File: src/rtl/pipe_latch_queue_pkg.sv
`default_nettype none
// ============================================================================
//  pipe_latch_queue_pkg
//  Width helpers shared by queue-style blocks (count and pointer sizing).
//  Rev 1.0
// ============================================================================
package pipe_latch_queue_pkg;

    function automatic int clog2(input int value);
        int r;
        r = 0;
        while ((1 << r) < value) begin
            r = r + 1;
        end
        return r;
    endfunction

    // Occupancy counter must represent 0..depth inclusive.
    function automatic int cnt_width(input int depth);
        return clog2(depth + 1);
    endfunction

    // Never zero-width, even when a single entry makes the pointer constant.
    function automatic int ptr_width(input int depth);
        return (depth > 1) ? clog2(depth) : 1;
    endfunction

    function automatic int wrap_inc(input int ptr, input int depth);
        return (ptr >= depth - 1) ? 0 : ptr + 1;
    endfunction

endpackage
`default_nettype wire

File: src/rtl/pipe_latch_queue_ptr.sv
`default_nettype none
// ============================================================================
//  pipe_latch_ptr
//  Modulo-DEPTH wrapping pointer with increment enable and async reset.
//  Rev 1.0
// ============================================================================
module pipe_latch_ptr
    import pipe_latch_queue_pkg::*;
#(
    parameter int DEPTH = 4
) (
    input  logic                        clk,
    input  logic                        rst,
    input  logic                        inc_i,
    output logic [ptr_width(DEPTH)-1:0] ptr_o
);

    localparam int PW = ptr_width(DEPTH);

    logic [PW-1:0] ptr_q;
    logic [PW-1:0] ptr_d;

    always_comb begin
        ptr_d = ptr_q;
        if (inc_i) begin
            ptr_d = PW'(wrap_inc(int'(ptr_q), DEPTH));
        end
    end

    always_ff @(posedge clk or posedge rst) begin
        if (rst) begin
            ptr_q <= '0;
        end else begin
            ptr_q <= ptr_d;
        end
    end

    assign ptr_o = ptr_q;

endmodule
`default_nettype wire

File: src/rtl/pipe_latch_queue.sv
`default_nettype none
// ============================================================================
//  pipe_latch_queue
//  DEPTH-entry in-order start/done holding queue with registered head.
//  Rev 1.0
// ============================================================================
module pipe_latch_queue
    import pipe_latch_queue_pkg::*;
#(
    parameter int WIDTH      = 8,
    parameter int DEPTH      = 4,
    parameter bit TRACK_IDLE = 1'b1
) (
    input  logic                        clk,
    input  logic                        rst,
    input  logic                        iStart,
    input  logic                        iDone,
    input  logic [WIDTH-1:0]            iData,
    input  logic                        iClrOvf,
    output logic [WIDTH-1:0]            oData,
    output logic                        oLocked,
    output logic                        oFull,
    output logic [cnt_width(DEPTH)-1:0] oCount,
    output logic                        oOverflow
);

    localparam int             CW       = cnt_width(DEPTH);
    localparam int             PW       = ptr_width(DEPTH);
    localparam logic [CW-1:0]  FULL_CNT = CW'(DEPTH);
    localparam logic [CW-1:0]  ONE_CNT  = CW'(1);

    logic [WIDTH-1:0] mem_q [DEPTH];
    logic [WIDTH-1:0] head_q;
    logic [WIDTH-1:0] head_d;
    logic [CW-1:0]    count_q;
    logic [CW-1:0]    count_d;
    logic             ovf_q;
    logic             ovf_d;

    logic [PW-1:0]    rd_ptr;
    logic [PW-1:0]    wr_ptr;
    logic [PW-1:0]    rd_nxt;
    logic [WIDTH-1:0] next_entry;

    logic             pop;
    logic             push;
    logic             drop;

    assign pop  = iDone  & (count_q != '0);
    assign push = iStart & ((count_q != FULL_CNT) | pop);
    assign drop = iStart & (count_q == FULL_CNT) & ~pop;

    pipe_latch_ptr #(.DEPTH(DEPTH)) u_rd_ptr (
        .clk   (clk),
        .rst   (rst),
        .inc_i (pop),
        .ptr_o (rd_ptr)
    );

    pipe_latch_ptr #(.DEPTH(DEPTH)) u_wr_ptr (
        .clk   (clk),
        .rst   (rst),
        .inc_i (push),
        .ptr_o (wr_ptr)
    );

    assign rd_nxt = PW'(wrap_inc(int'(rd_ptr), DEPTH));

    // Entry that becomes the head once the current one is popped.
    always_comb begin
        next_entry = mem_q[0];
        for (int i = 0; i < DEPTH; i++) begin
            if (rd_nxt == PW'(i)) begin
                next_entry = mem_q[i];
            end
        end
    end

    always_comb begin
        count_d = count_q;
        if (push && !pop) begin
            count_d = count_q + ONE_CNT;
        end else if (pop && !push) begin
            count_d = count_q - ONE_CNT;
        end
    end

    always_comb begin
        ovf_d = ovf_q;
        if (drop) begin
            ovf_d = 1'b1;
        end else if (iClrOvf) begin
            ovf_d = 1'b0;
        end
    end

    // A pop that empties the queue leaves the popped value on the head.
    always_comb begin
        head_d = head_q;
        if (count_q == '0) begin
            if (push || TRACK_IDLE) begin
                head_d = iData;
            end
        end else if (pop) begin
            if (count_q == ONE_CNT) begin
                if (push) begin
                    head_d = iData;
                end
            end else begin
                head_d = next_entry;
            end
        end
    end

    always_ff @(posedge clk or posedge rst) begin
        if (rst) begin
            for (int i = 0; i < DEPTH; i++) begin
                mem_q[i] <= '0;
            end
        end else begin
            for (int i = 0; i < DEPTH; i++) begin
                if (push && (wr_ptr == PW'(i))) begin
                    mem_q[i] <= iData;
                end
            end
        end
    end

    always_ff @(posedge clk or posedge rst) begin
        if (rst) begin
            head_q  <= '0;
            count_q <= '0;
            ovf_q   <= 1'b0;
        end else begin
            head_q  <= head_d;
            count_q <= count_d;
            ovf_q   <= ovf_d;
        end
    end

    assign oData     = head_q;
    assign oCount    = count_q;
    assign oLocked   = (count_q != '0);
    assign oFull     = (count_q == FULL_CNT);
    assign oOverflow = ovf_q;

endmodule
`default_nettype wire

File: config.mk
export PLATFORM = sky130hd
export DESIGN_NAME = pipe_latch_queue
export DESIGN_NICKNAME = d
export VERILOG_FILES = /design/src/rtl/pipe_latch_queue_pkg.sv /design/src/rtl/pipe_latch_queue_ptr.sv /design/src/rtl/pipe_latch_queue.sv
export SDC_FILE = /design/constraint.sdc
export NUM_CORES = 1
export LEC_CHECK = 0
export CAP_MARGIN = 20
export CORE_MARGIN = 2
export CORE_UTILIZATION = 35
export DETAILED_ROUTE_END_ITERATION = 7
export PLACE_DENSITY = 0.56
export SYNTH_ARGS = -nofsm -noshare
export SYNTH_HDL_FRONTEND = slang
export SYNTH_HIERARCHICAL = 1
export SYNTH_SLANG_ARGS = --single-unit
File: constraint.sdc
create_clock -name clk -period 2.5 [get_ports clk]
set_input_delay 0.25 -clock clk [delete_from_list [all_inputs] [get_ports clk]]
set_output_delay 0.25 -clock clk [all_outputs]
set_load 0.02 [all_outputs]
==> flow_summary.json <==
{
  "status": "complete, no violations",
  "p_leak_nw": 1.20,
  "setup-violations-final": 0,
  "yosysTopAreaCell": "dfrtp_1",
  "vdd_drop_max_mv": 0.468,
  "startpoint_type": "register",
  "fin_ws_ps": 391,
  "totalWireLength_mm": 4.56,
  "crit_family": "buffers and inverters",
  "critPathLaunch": "oCount[0]$_DFFE_PP0P_",
  "drc": 0,
  "start_util_pct": 36.1,
  "period_share_pct": 84.4,
  "clk_path_buf_depth": 2,
  "async_flop_share_pct": 100,
  "fillers": 562,
  "hold_class": "input port to asynchronous set/reset pin",
  "synth_most_common_cell": "dfrtp_1",
  "syn_nets": 170,
  "hold_buffers": 0,
  "p_switching_mw": 1.23,
  "synthTopCellsByArea": "dfrtp_1, mux2_2, mux4_2",
  "dr.pass1.iters": 2,
  "cts-root-buf": "clkbuf_8",
  "hold_viol": 0,
  "final_core_util_pct": 43.4,
  "cts_tree": "built",
  "cp_num_buf_inv": 2,
  "synth_area_sq_mm": 0.00229,
  "finalSetupTns_ps": 0,
  "fmax_ghz": 0.474,
  "combPwrFrac_pct": 48.8,
  "yosys-top-cells-count": "dfrtp_1, mux2_2, inv_1",
  "powerDensity_mw_per_mm2": 1360,
  "worst_pin_slew_ps": 538,
  "drive_gt1_share_pct": 39.6,
  "clock_latency_ps": 300,
  "htreeDepth": 2,
  "grt_pass1_wl_mm": 7.44,
  "fin_cells": 264,
  "cts_resized": 0,
  "syn_avg_cell_area_sq_um": 15.3,
  "dp_slack_ps": 440,
  "rsz0062_at_grt": "false",
  "synth-main-ff-cell": "dfrtp_1",
  "crit_chain": "inv_1 -> ha_1 -> nand2b_1 -> clkdlybuf4s50_1",
  "clock-sinks": 48,
  "core_sq_mm": 0.00635,
  "synth_top_area_share_pct": 52.3,
  "io_pins": 27,
  "crit_required_ps": 2250,
  "yosys_warnings": 6,
  "ant_nets": 0,
  "grt_max_degree": 26,
  "dpl.hpwl_mm": 3.21,
  "die_h_um": 85.0,
  "cts_setup_buffers": 0,
  "power_frac_seq_pct": 39.6,
  "area_delta_synth_final_pct": 20.1,
  "wl_per_cell_um": 17.3,
  "port_buffers": 26,
  "swShare_pct": 32.8,
  "antenna_found_initial": 0,
  "clkSlewWorstSetupHoldPaths_ps": 80,
  "grt_usage_pct": 13.7,
  "grt_overflow_total": 0,
  "maxSlewHeadroom_pct": 64.1,
  "yosysSeqAreaShare_pct": 52.3,
  "drv_slew": 0,
  "synth_edf_count": 0,
  "diodes": 0,
  "skew_ps": 3.83,
  "crit_fanout": 5,
  "ys_ff_latch": 48,
  "max_stage_delay_ps": 630,
  "cpMaxStageDelayCell": "clkdlybuf4s50_1",
  "hold_slack_ps": 189,
  "synth.distinct_cells": 25,
  "place_inst": 257,
  "internal-power_mw": 2.52,
  "fin_crit_ps": 2110,
  "cts_buffers": 5,
  "cap_violations": 0,
  "synthCells": 150,
  "die-area_sq_mm": 0.00722,
  "avgViaCountPerCell": 5.06,
  "power.share.clock_pct": 11.5,
  "die_x_um": 85.0,
  "cp.arrival_ps": 1860,
  "drtIter0Drc": 66,
  "finalNetCount": 207,
  "vias": 1336,
  "cp-end-kind": "output port",
  "gp_congestion": 0.788,
  "rr_startpoint": "oCount[0]$_DFFE_PP0P_",
  "rows": 29,
  "worstSetupPathType": "register to output port",
  "grt_pass1_vias": 1462
}
==> sequential cells by signal, indices dropped and copies added, names as in the netlist <==
| name | flops |
|---|---|
| mem_q | 32 |
| oCount | 3 |
| oData | 8 |
| oOverflow | 1 |
| u_rd_ptr/ptr_o | 2 |
| u_wr_ptr/ptr_o | 2 |
==> layer usage <==
layer,GRT usage [%],part of all wire [%],vias up
met3,3.40,3.4,7
met2,23.4,50,29
met4,5.19,1.4,0
met5,0,0,-
met1,16.7,46,682
li1,-,-,618
==> per-stage QoR <==
step                      area, sq um  power [mW]
after floorplan                  2290        2.79
after global placement           2680        3.27
after detailed placement         2680        3.36
after CTS                        2760        3.81
after global routing             2760        4.00
final                            2760        3.75
==> final cells by class <==
class / count / area (sq um) / area share (%)
clock buffer: 6 / 72.6 / 2.63
timing repair buffer: 33 / 313 / 11.4
clock inverter: 1 / 5.00 / 0.182
inverter: 9 / 33.8 / 1.23
multi-input combinational: 90 / 1030 / 37.5
sequential: 48 / 1200 / 43.6
tap: 77 / 96.3 / 3.50
==> path summary, 6_finish.rpt <==
| check | to | slack, ps | depth (start not counted) |
|---|---|---|---|
| max | oLocked | 390 | 4 |
| max reg2reg | oCount[2]$_DFFE_PP0P_ | 430 | 8 |
| max in group asynchronous | mem_q[16]$_DFFE_PP0P_ | 1830 | 3 |
| min in group clk | mem_q[6]$_DFFE_PP0P_ | 510 | 1 |
| min reg2reg | mem_q[6]$_DFFE_PP0P_ | 510 | 1 |
| min | u_wr_ptr/ptr_o[0]$_DFFE_PP0P_ | 190 | 2 |
==> placed cells by master, fill, tap and decap left out <==
cell / instances
a21oi_1: 1
and2_1: 2
buf_4: 7
clkbuf_1: 1
clkbuf_8: 5
clkdlybuf4s50_1: 26
clkinv_2: 1
dfrtp_1: 48
ha_1: 7
inv_1: 9
mux2_2: 44
mux2_4: 8
mux2i_1: 1
mux4_2: 8
nand2_1: 1
nand2b_1: 1
nand3_1: 1
nand3b_1: 1
nand4_1: 1
nand4b_1: 2
nor2_1: 4
nor3b_1: 1
o21ai_0: 1
o21ai_2: 1
o21bai_1: 1
o22ai_1: 1
xnor2_1: 1
xor2_1: 2
==> cells by family (layout without fill, tap and decap cells) <==
group / after synthesis / in the layout / synth area share (%)
AO/OA/AOI/OAI: 5 / 5 / 1.42
buffers and inverters: 12 / 49 / 2.62
AND/OR/NAND/NOR: 14 / 14 / 3.54
flip-flops: 48 / 48 / 52.3
adder cells (fa/ha/maj): 7 / 7 / 3.82
XOR/XNOR: 3 / 3 / 1.15
multiplexers: 61 / 61 / 35.1
==> power groups by stage <==
stage          Clock (mW)  Combinational, mW  Sequential (mW)
3_3_place_gp            0               1.79             1.48
3_5_place_dp            0               1.85             1.51
4_1_cts             0.452               1.86             1.49
5_1_grt             0.490               1.97             1.54
2_1_floorplan           0               1.30             1.49
6_report            0.433               1.83             1.49
Power figures use the tool's default switching activity.
